File: config.mk
export PLATFORM = sky130hd
export DESIGN_NAME = trap_controller_flat
export DESIGN_NICKNAME = d
export VERILOG_FILES = /design/src/rtl/trap_controller_if.sv /design/src/rtl/trap_controller.sv /design/src/flat_wrapper.sv
export SDC_FILE = /design/constraint.sdc
export NUM_CORES = 1
export LEC_CHECK = 0
export CELL_PAD_IN_SITES_DETAIL_PLACEMENT = 1
export CELL_PAD_IN_SITES_GLOBAL_PLACEMENT = 2
export CORE_UTILIZATION = 25
export DETAILED_ROUTE_END_ITERATION = 6
export PLACE_DENSITY_LB_ADDON = 0.05
export SLEW_MARGIN = 20
export SYNTH_ARGS = -nofsm -noshare
export SYNTH_HDL_FRONTEND = slang
export SYNTH_SLANG_ARGS = --single-unit
File: constraint.sdc
create_clock -name clk -period 5 [get_ports clk]
set_input_delay 0.5 -clock clk [delete_from_list [all_inputs] [get_ports clk]]
set_output_delay 0.5 -clock clk [all_outputs]
set_load 0.01 [all_outputs]
File: src/rtl/trap_controller_if.sv
// Core-side request bus and CSR-file port of the trap controller.
// slave = the controller; master = core pipeline plus CSR file.
interface trap_controller_if;
  logic        trap_request;
  logic [31:0] trap_cause;
  logic [31:0] trap_pc;
  logic        mret_request;
  logic        inst_csr_write_enable;
  logic [11:0] inst_csr_write_address;
  logic [31:0] inst_csr_write_data;
  logic [11:0] inst_csr_read_address;
  logic [31:0] csr_read_out;
  logic        csr_write_enable;
  logic [11:0] csr_write_address;
  logic [31:0] csr_write_data;
  logic [11:0] csr_read_address;
  logic        trapped;
  logic        pc_redirect_valid;
  logic [31:0] pc_redirect_target;
  logic        pipeline_stall;

  modport slave (
    input  trap_request, trap_cause, trap_pc, mret_request,
    input  inst_csr_write_enable, inst_csr_write_address, inst_csr_write_data,
    input  inst_csr_read_address, csr_read_out,
    output csr_write_enable, csr_write_address, csr_write_data, csr_read_address,
    output trapped, pc_redirect_valid, pc_redirect_target, pipeline_stall
  );

  modport master (
    output trap_request, trap_cause, trap_pc, mret_request,
    output inst_csr_write_enable, inst_csr_write_address, inst_csr_write_data,
    output inst_csr_read_address, csr_read_out,
    input  csr_write_enable, csr_write_address, csr_write_data, csr_read_address,
    input  trapped, pc_redirect_valid, pc_redirect_target, pipeline_stall
  );
endinterface

File: src/rtl/trap_controller.sv
// Trap/MRET sequencer owning the M-mode CSR port: trap = 4 cycles to redirect, MRET = 2.
// Requests are not queued; pipeline_stall holds the requester until the sequence returns to IDLE.
module trap_controller #(
  parameter bit VECTORED_EN = 1'b1
) (
  input logic             clk,
  input logic             reset,
  trap_controller_if.slave bus
);

  localparam logic [2:0] S_IDLE      = 3'd0;
  localparam logic [2:0] S_WR_MEPC   = 3'd1;
  localparam logic [2:0] S_WR_MCAUSE = 3'd2;
  localparam logic [2:0] S_RD_MTVEC  = 3'd3;
  localparam logic [2:0] S_RD_MEPC   = 3'd4;
  localparam logic [2:0] S_REDIRECT  = 3'd5;

  localparam logic [11:0] CSR_MTVEC  = 12'h305;
  localparam logic [11:0] CSR_MEPC   = 12'h341;
  localparam logic [11:0] CSR_MCAUSE = 12'h342;

  logic [2:0]  state_q, state_d;
  logic [31:2] pc_q, pc_d;
  logic [31:0] cause_q, cause_d;
  logic [31:2] target_q, target_d;
  logic        trap_flag_q, trap_flag_d;

  logic [31:0] mtvec_base;
  logic        vec_hit;
  logic [31:0] trap_target;

  assign mtvec_base  = {bus.csr_read_out[31:2], 2'b00};
  assign vec_hit     = VECTORED_EN && (bus.csr_read_out[1:0] == 2'b01) && cause_q[31];
  // Vector offset is cause*4; bit 30 of the cause shifts out of the 32-bit sum.
  assign trap_target = vec_hit ? (mtvec_base + {cause_q[29:0], 2'b00}) : mtvec_base;

  always_comb begin
    state_d     = state_q;
    pc_d        = pc_q;
    cause_d     = cause_q;
    target_d    = target_q;
    trap_flag_d = trap_flag_q;
    case (state_q)
      S_IDLE: begin
        if (bus.trap_request) begin
          pc_d    = bus.trap_pc[31:2];
          cause_d = bus.trap_cause;
          state_d = S_WR_MEPC;
        end else if (bus.mret_request) begin
          state_d = S_RD_MEPC;
        end
      end
      S_WR_MEPC:   state_d = S_WR_MCAUSE;
      S_WR_MCAUSE: state_d = S_RD_MTVEC;
      S_RD_MTVEC: begin
        target_d    = trap_target[31:2];
        trap_flag_d = 1'b1;
        state_d     = S_REDIRECT;
      end
      S_RD_MEPC: begin
        target_d    = bus.csr_read_out[31:2];
        trap_flag_d = 1'b0;
        state_d     = S_REDIRECT;
      end
      default: state_d = S_IDLE;
    endcase
  end

  always_ff @(posedge clk) begin
    if (reset) begin
      state_q     <= S_IDLE;
      pc_q        <= '0;
      cause_q     <= '0;
      target_q    <= '0;
      trap_flag_q <= 1'b0;
    end else begin
      state_q     <= state_d;
      pc_q        <= pc_d;
      cause_q     <= cause_d;
      target_q    <= target_d;
      trap_flag_q <= trap_flag_d;
    end
  end

  always_comb begin
    bus.csr_write_enable   = 1'b0;
    bus.csr_write_address  = '0;
    bus.csr_write_data     = '0;
    bus.csr_read_address   = '0;
    bus.trapped            = 1'b0;
    bus.pc_redirect_valid  = 1'b0;
    bus.pc_redirect_target = '0;
    case (state_q)
      S_IDLE: begin
        // The trapping instruction's own CSR write must never commit.
        bus.csr_write_enable  = bus.inst_csr_write_enable & ~bus.trap_request;
        bus.csr_write_address = bus.inst_csr_write_address;
        bus.csr_write_data    = bus.inst_csr_write_data;
        bus.csr_read_address  = bus.inst_csr_read_address;
      end
      S_WR_MEPC: begin
        bus.csr_write_enable  = 1'b1;
        bus.csr_write_address = CSR_MEPC;
        bus.csr_write_data    = {pc_q, 2'b00};
      end
      S_WR_MCAUSE: begin
        bus.csr_write_enable  = 1'b1;
        bus.csr_write_address = CSR_MCAUSE;
        bus.csr_write_data    = cause_q;
      end
      S_RD_MTVEC: bus.csr_read_address = CSR_MTVEC;
      S_RD_MEPC:  bus.csr_read_address = CSR_MEPC;
      S_REDIRECT: begin
        bus.pc_redirect_valid  = 1'b1;
        bus.pc_redirect_target = {target_q, 2'b00};
        bus.trapped            = trap_flag_q;
      end
      default: ;
    endcase
    if (reset) begin
      bus.csr_write_enable   = 1'b0;
      bus.pc_redirect_valid  = 1'b0;
      bus.pc_redirect_target = '0;
      bus.trapped            = 1'b0;
    end
  end

  assign bus.pipeline_stall = ((state_q != S_IDLE) & ~reset) | bus.trap_request | bus.mret_request;

endmodule

File: src/flat_wrapper.sv
// flat-port wrapper written by rule: the top's interface ports become plain ports
module trap_controller_flat 
#(
  parameter bit VECTORED_EN = 1'b1
)
  (clk, reset, bus_trap_request, bus_trap_cause, bus_trap_pc, bus_mret_request, bus_inst_csr_write_enable, bus_inst_csr_write_address, bus_inst_csr_write_data, bus_inst_csr_read_address, bus_csr_read_out, bus_csr_write_enable, bus_csr_write_address, bus_csr_write_data, bus_csr_read_address, bus_trapped, bus_pc_redirect_valid, bus_pc_redirect_target, bus_pipeline_stall);
  trap_controller_if bus_i ();
  input logic clk;
  input logic reset;
  input wire logic [$bits(bus_i.trap_request)-1:0] bus_trap_request;
  input wire logic [$bits(bus_i.trap_cause)-1:0] bus_trap_cause;
  input wire logic [$bits(bus_i.trap_pc)-1:0] bus_trap_pc;
  input wire logic [$bits(bus_i.mret_request)-1:0] bus_mret_request;
  input wire logic [$bits(bus_i.inst_csr_write_enable)-1:0] bus_inst_csr_write_enable;
  input wire logic [$bits(bus_i.inst_csr_write_address)-1:0] bus_inst_csr_write_address;
  input wire logic [$bits(bus_i.inst_csr_write_data)-1:0] bus_inst_csr_write_data;
  input wire logic [$bits(bus_i.inst_csr_read_address)-1:0] bus_inst_csr_read_address;
  input wire logic [$bits(bus_i.csr_read_out)-1:0] bus_csr_read_out;
  output wire logic [$bits(bus_i.csr_write_enable)-1:0] bus_csr_write_enable;
  output wire logic [$bits(bus_i.csr_write_address)-1:0] bus_csr_write_address;
  output wire logic [$bits(bus_i.csr_write_data)-1:0] bus_csr_write_data;
  output wire logic [$bits(bus_i.csr_read_address)-1:0] bus_csr_read_address;
  output wire logic [$bits(bus_i.trapped)-1:0] bus_trapped;
  output wire logic [$bits(bus_i.pc_redirect_valid)-1:0] bus_pc_redirect_valid;
  output wire logic [$bits(bus_i.pc_redirect_target)-1:0] bus_pc_redirect_target;
  output wire logic [$bits(bus_i.pipeline_stall)-1:0] bus_pipeline_stall;
  assign bus_i.trap_request = bus_trap_request;
  assign bus_i.trap_cause = bus_trap_cause;
  assign bus_i.trap_pc = bus_trap_pc;
  assign bus_i.mret_request = bus_mret_request;
  assign bus_i.inst_csr_write_enable = bus_inst_csr_write_enable;
  assign bus_i.inst_csr_write_address = bus_inst_csr_write_address;
  assign bus_i.inst_csr_write_data = bus_inst_csr_write_data;
  assign bus_i.inst_csr_read_address = bus_inst_csr_read_address;
  assign bus_i.csr_read_out = bus_csr_read_out;
  assign bus_csr_write_enable = bus_i.csr_write_enable;
  assign bus_csr_write_address = bus_i.csr_write_address;
  assign bus_csr_write_data = bus_i.csr_write_data;
  assign bus_csr_read_address = bus_i.csr_read_address;
  assign bus_trapped = bus_i.trapped;
  assign bus_pc_redirect_valid = bus_i.pc_redirect_valid;
  assign bus_pc_redirect_target = bus_i.pc_redirect_target;
  assign bus_pipeline_stall = bus_i.pipeline_stall;
  trap_controller #(.VECTORED_EN(VECTORED_EN)) u_core (.clk(clk), .reset(reset), .bus(bus_i));
endmodule
==> results of run 1 <==
## per-layer routing
metal / global-route usage / vias up / wire (um)
met1: 0.2671 / 3261 / 12790
li1: - / 3578 / -
met3: 0.06247 / 20 / 1973
met5: 0 / - / 36
met4: 0.03830 / 6 / 251
met2: 0.3315 / 152 / 12120
## worst register-to-register path, stage by stage (launching register included)
cell and delay [ns]:
dfxtp_2 1.01, nand2_1 0.32, and4b_1 0.54, buf_4 0.32, o2111ai_1 0.12, o31ai_1 0.13
or3_1 0.34, a311oi_1 0.25
## report_power, final
part           total (uW)  internal (uW)  switching, uW
sequential           1020            892            130
clock                 771            400            372
combinational        1560            724            831
## registers in the layout (all words and copies together) (netlist names)
register            count
u_core.cause_q         32
u_core.pc_q            30
u_core.target_q        30
u_core.state_q          3
u_core.trap_flag_q      1
## final cells by class
type | instances | share of cell area
multi-input combinational | 748 | 0.4507
timing repair buffer | 256 | 0.2666
sequential | 96 | 0.2030
tap | 330 | 0.04352
clock buffer | 9 | 0.02374
clock inverter | 7 | 0.008836
inverter | 9 | 0.003561
## stage by stage
stage | cells | power, uW | hold slack, ns | utilization | worst slack [ns]
floorplan | 923 | 1903 | 0.4273 | - | 2.425
global placement | 1439 | 2610 | 0.4443 | 0.3614 | 1.506
detailed placement | 1439 | 2615 | 0.4481 | 0.3614 | 1.486
CTS | 1455 | 3401 | 0.4601 | 0.3735 | 1.354
global route | 1455 | 3586 | 0.4683 | 0.3735 | 1.197
finish | 1455 | 3349 | 0.4581 | 0.3735 | 1.448
## synthesized netlist by cell type (4+ instances only)
library cell and number:
o21ai_0 22, and2_1 49, nand4_1 8, or3_1 6, buf_2 6, nand2_1 191
o2111ai_1 4, dfxtp_1 96, nand3_1 8, buf_1 4, mux2i_1 36, a311oi_1 16
a21o_1 17, inv_1 9, buf_6 4, a31oi_1 5, a211oi_1 10, a21oi_1 132
o21a_1 8, ha_1 29, o211ai_1 5, nor3_1 18, clkbuf_1 52, nor2_1 115
xnor2_1 11, xor2_1 8
## cells by family (layout without fill, tap and decap cells)
group                      Yosys count  in the layout  share of synthesized area
and+or+nand+nor                    416            416                     0.2806
AOI/OAI and AO/OA                  245            245                     0.2309
DFF                                 96             96                     0.2946
buffers and inverters               79            281                    0.05389
muxes                               36             36                    0.05524
adders and majority gates           30             30                    0.05869
xor gates and xnor gates            19             19                    0.02551
other                                1              2                  0.0005748
## how the worst max path moves through the flow
stage,start,end,slack (ns),depth (start not counted)
finish,u_core.state_q[0],bus_pc_redirect_target[29],1.45,7
global route,u_core.state_q[0],bus_pc_redirect_target[29],1.20,7
CTS,u_core.state_q[0],bus_pc_redirect_target[28],1.35,7
detailed placement,bus_csr_read_out[2],u_core.target_q[12],1.49,11
global placement,bus_csr_read_out[2],u_core.target_q[12],1.51,11
floorplan,bus_csr_read_out[16],u_core.target_q[31],2.42,9
## placed cells by master, fill, tap and decap left out, types with 3 or more instances in the layout
cell and count:
o21ai_0 21, o211ai_1 5, a31oi_1 5, mux2i_1 36, a21oi_1 132, ha_1 29
dfxtp_2 3, a21o_1 17, o31ai_1 3, nand4_1 8, nand3_1 8, a211oi_1 10
clkdlybuf4s50_1 243, and2_1 48, a21oi_2 3, clkbuf_16 9, inv_6 3, o22ai_1 3
nand2_1 190, a311oi_1 16, o21a_1 8, xnor2_1 11, o2111ai_1 4, nor3_1 18
xor2_1 8, o21ai_1 3, buf_4 13, nor2_1 115, dfxtp_1 93, or3_1 6
inv_1 9
==> flow_summary_export.csv, run 1 <==
group,metric,value,unit
status,outcome,"finished clean",
cells_and_area,fillCellCount,3124,
cells_and_area,drive_gt1_frac,0.04533,
cts,post_cts_buffers,0,
die,die_area,26750,um^2
logic_synthesis,synth_edf_count,0,
placed_design,place_congestion,0.8669,
cts,cts_tree,"built",
sta,fin_setup_tns,0,ns
die,die_height,163.5,um
logic_synthesis,post_synth_num_cell_types,60,
worst_setup_path,path_cells,"buf_4 -> nor2b_2 -> buf_4 -> nor3b_2 -> buf_4 -> and2_1 -> clkdlybuf4s50_1",
worst_hold_path,hp-class,"register to register",
worst_setup_path,crit_buf_inv,4,
sta,clock.fmax,281.5,MHz
worst_setup_path,rrSetupSlack,1.89,ns
cts,h-tree-depth,3,
logic_synthesis,yosysWarningCount,0,
drt,ant_nets,0,
worst_hold_path,min_from,"u_core.pc_q[30]",
cells_and_area,finish.instance_area,9488,um^2
sta,tightest_slew,1.040,ns
grt,grt_usage,0.2046,
sta,rsz0062_at_grt,"no",
drt,vias,7017,
die,initial_core_util,0.2568,
drt,drt_pre_antenna_iters,4,
run,cap_violations,0,
cts,insertion_delay,0.36,ns
cells_and_area,nNetsFinal,1307,
placed_design,place_hpwl,20560,um
cts,clk_pin_slew,0.07,ns
grt,grt_pass1_wl,41410,um
worst_hold_path,worstHoldPathCells,2,
drt,routed_via_density,4.823,
logic_synthesis,netlist_area,6524,um^2
cells_and_area,regArea,1926,um^2
logic_synthesis,synth.area.top_cells,"dfxtp_1 29%, nand2_1 11%, a21oi_1 10%",
power,p_leak,0.003643,uW
logic_synthesis,synth_top_area_share,0.2946,
sta,setup_viol,0,
worst_setup_path,startpoint_type,"register",
worst_setup_path,reg2reg_to,"u_core.target_q[31]",
die,die_w,163.5,um
cts,cts.path.max_buffers,2,
worst_setup_path,path_max_fanout,36,
die,num_rows,58,
cts,clockRootBuffer,"clkbuf_16",
worst_setup_path,cpMostUsedCell,"buf_4",
cts,cts_hold_buf,0,
worst_setup_path,r2r-start,"u_core.state_q[2]",
worst_setup_path,critPathKind,"register to output pin",
cells_and_area,insertedDiodeCount,0,
grt,grt_start_max_net_pins,58,
placed_design,io_buffers,244,
die,coreArea,25400,um^2
sta,fin_crit,3.552,ns
worst_setup_path,rr_worst_depth,7,
cts,cts_buffers,9,
grt,grt_pass1_vias,7134,
drt,routedWlPerCell,18.67,um
logic_synthesis,synth_cells,922,
logic_synthesis,ys.flop_type,"dfxtp_1",
cts,cts.sinks,96,
power,p_per_area,353.0,nW/um^2
die,pin_count,249,
cells_and_area,multi_input_area,4277,um^2
drt,dr.first_iter.drc_count,262,
cts,cts_resized,0,
cells_and_area,area_growth,45.44,%
logic_synthesis,seq_area_frac_synth,0.2946,
drt,drt_wl_total,27160,um
drt,drcViolationCount,0,
logic_synthesis,syn_area_per_cell,7.076,um^2
sta,min_period_over_period,0.7104,
grt,overflow,0,
worst_setup_path,max_stage_delay,0.55,ns
worst_hold_path,hold_end,"u_core.pc_q[30]",
sta,slew_viol_final,0,
sta,fin_worst_skew,0.01149,ns
sta,hold_viol,0,
worst_setup_path,cp_slowest_cell,"clkdlybuf4s50_1",
worst_setup_path,crit_arrival,3.05,ns
logic_synthesis,synth-async-reset-ratio,0,
worst_setup_path,crit_required,4.50,ns
power,vdd_ir_drop_max,0.2103,mV
placed_design,post_dp_cell_area,9179,um^2
sta,maxSlewHeadroom,0.3064,
logic_synthesis,synth-seq-cells,96,
grt,antenna_found_initial,3,
logic_synthesis,yosys.area.top_type,"dfxtp_1",
worst_setup_path,crit_path_end_kind,"output pin",
worst_setup_path,critPathTopFamily,"buffers and inverters",
(Power assumes the default switching activity.)
==> run 2: changes to the inputs <==
- CORE_UTILIZATION: 25 -> 24
- clock period: 5 -> 3.45 ns (I/O delays scaled with it)
==> run 2 against run 1 <==
Non-clock buffer count rose by 7; routed wire length increased by 1.8%; final area is 0.76% higher.
==> flow_summary_export.csv, run 2 (synthesis gave the netlist of run 1 again) <==
group,metric,value,unit
die,num_rows,59,
worst_setup_path,path_max_fanout,28,
cts,cts_hold_buf,0,
cells_and_area,area_growth,46.55,%
cells_and_area,largest_register_ff_count,32,
power,finalPower,4819,uW
sta,hold_viol,0,
cts,cts.path.max_buffers,2,
grt,antenna_found_initial,5,
cells_and_area,fillCellCount,3207,
worst_setup_path,critPathKind,"register to output pin",
die,initial_core_util,0.2475,
worst_setup_path,rr_worst_depth,9,
placed_design,place_congestion,0.8112,
power,p_leak,0.003674,uW
sta,tightest_slew,1.091,ns
status,outcome,"finished clean",
cells_and_area,layout_commonest_cell,"clkdlybuf4s50_1",
drt,routedWlPerCell,18.84,um
sta,fin_crit,3.125,ns
worst_hold_path,min_from,"reset",
drt,drcViolationCount,0,
worst_setup_path,r2r-start,"u_core.cause_q[14]",
worst_hold_path,worstHoldPathCells,2,
power,p_per_area,504.1,nW/um^2
sta,maxSlewHeadroom,0.2724,
grt,grt_usage,0.1981,
cts,cts.sinks,96,
cts,cts_buffers,9,
cts,cts_tree,"built",
die,coreArea,26350,um^2
cells_and_area,drive_gt1_frac,0.05040,
cts,clk_pin_slew,0.07,ns
cells_and_area,layout_common_cells,"243 x clkdlybuf4s50_1, 190 x nand2_1, 132 x a21oi_1, 115 x nor2_1, 93 x dfxtp_1",
die,die_w,166.9,um
drt,ant_nets,0,
worst_hold_path,hold_end,"u_core.state_q[2]",
drt,drt_wl_total,27650,um
cts,clockRootBuffer,"clkbuf_16",
cts,post_cts_buffers,0,
cts,cts_resized,0,
sta,fin_setup_tns,0,ns
sta,slew_viol_final,0,
die,die_height,166.9,um
worst_setup_path,crit_required,3.11,ns
cts,h-tree-depth,3,
placed_design,place_hpwl,21000,um
drt,drt_pre_antenna_iters,4,
power,vdd_ir_drop_max,0.2405,mV
cts,insertion_delay,0.36,ns
grt,grt_start_max_net_pins,89,
sta,setup_viol,0,
cells_and_area,regMostFlops,"u_core.cause_q",
worst_setup_path,crit_arrival,2.78,ns
grt,overflow,0,
worst_setup_path,startpoint_type,"register",
sta,rsz0062_at_grt,"no",
die,die_area,27850,um^2
die,pin_count,249,
cells_and_area,reg_top3,"u_core.cause_q (32), u_core.pc_q (30), u_core.target_q (30)",
worst_setup_path,reg2reg_to,"u_core.target_q[31]",
worst_setup_path,crit_path_end_kind,"output pin",
drt,vias,7086,
cells_and_area,utilization,0.3628,
grt,grt_pass1_wl,42640,um
sta,min_period_over_period,0.9057,
worst_hold_path,hp-class,"input port to register",
drt,dr.first_iter.drc_count,280,
sta,clock.fmax,320.0,MHz
sta,fin_worst_skew,0.01069,ns
grt,grt_pass1_vias,7253,
worst_setup_path,rrSetupSlack,0.63,ns
run,cap_violations,0,
cells_and_area,nNetsFinal,1314,
drt,routed_via_density,4.827,
placed_design,io_buffers,244,
-- run 2: cell types whose count changed in the layout (fill, tap and decap cells not counted), sizes merged --
| cell | previous run | this run |
|---|---|---|
| diode | 0 | 2 |
| buf | 13 | 20 |
| inv | 13 | 11 |
| clkinvlp | 1 | 2 |
-- run 2: final cells by class --
type	count	area [um^2]	share of cell area
Sequential cell	96	1926	0.2014
Inverter	9	33.78	0.003534
Antenna cell	2	5.005	0.0005235
Clock inverter	6	67.56	0.007067
Tap cell	335	419.2	0.04384
Clock buffer	9	225.2	0.02356
Timing Repair Buffer	263	2608	0.2727
Multi-Input combinational cell	748	4277	0.4473
-- run 2: report_power, final --
part           internal (uW)  leakage (uW)  switching, uW
Sequential              1290      0.000787            188
Clock                    564      0.000138            492
Combinational           1070       0.00275           1210
Total                   2930       0.00367           1890
-- run 2: through the flow --
step | setup WS, ns | hold WS [ns] | cells | area [um^2]
global placement | 0.1889 | 0.4379 | 1451 | 9263
floorplan | 1.030 | 0.4273 | 923 | 6528
detailed placement | 0.1657 | 0.4485 | 1451 | 9263
global route | 0.1841 | 0.2830 | 1466 | 9555
CTS | 0.2716 | 0.2691 | 1466 | 9555
finish | 0.3254 | 0.2792 | 1468 | 9560
-- run 2: per-layer routing --
metal	track usage	vias up	part of all wire
met1	0.2579	3323	0.47
met2	0.3238	153	0.45
met5	0	-	0.0016
met4	0.03905	6	0.0091
met3	0.05703	20	0.063
li1	-	3584	-
-- run 2: worst max path at each step --
stage	from	endpoint
final	u_core.state_q[0]	bus_pc_redirect_target[2]
after global routing	u_core.state_q[0]	bus_pc_redirect_target[2]
after CTS	u_core.state_q[0]	bus_pc_redirect_target[2]
after detailed placement	bus_csr_read_out[2]	u_core.target_q[12]
after global placement	bus_csr_read_out[2]	u_core.target_q[12]
after floorplan	bus_csr_read_out[16]	u_core.target_q[31]
-- run 2: critical path, stage by stage, from the launching register on --
cell,delay (ns)
dfxtp_2,0.63
nor2b_2,0.26
nor3b_2,0.52
buf_12,0.24
and2_1,0.21
clkdlybuf4s50_1,0.56
==> run 3: changes to the inputs <==
- CTS_CLUSTER_SIZE: not set -> 8
==> results of run 3 <==
No change in the layout: final DEF, timing and power equal those of run 2.
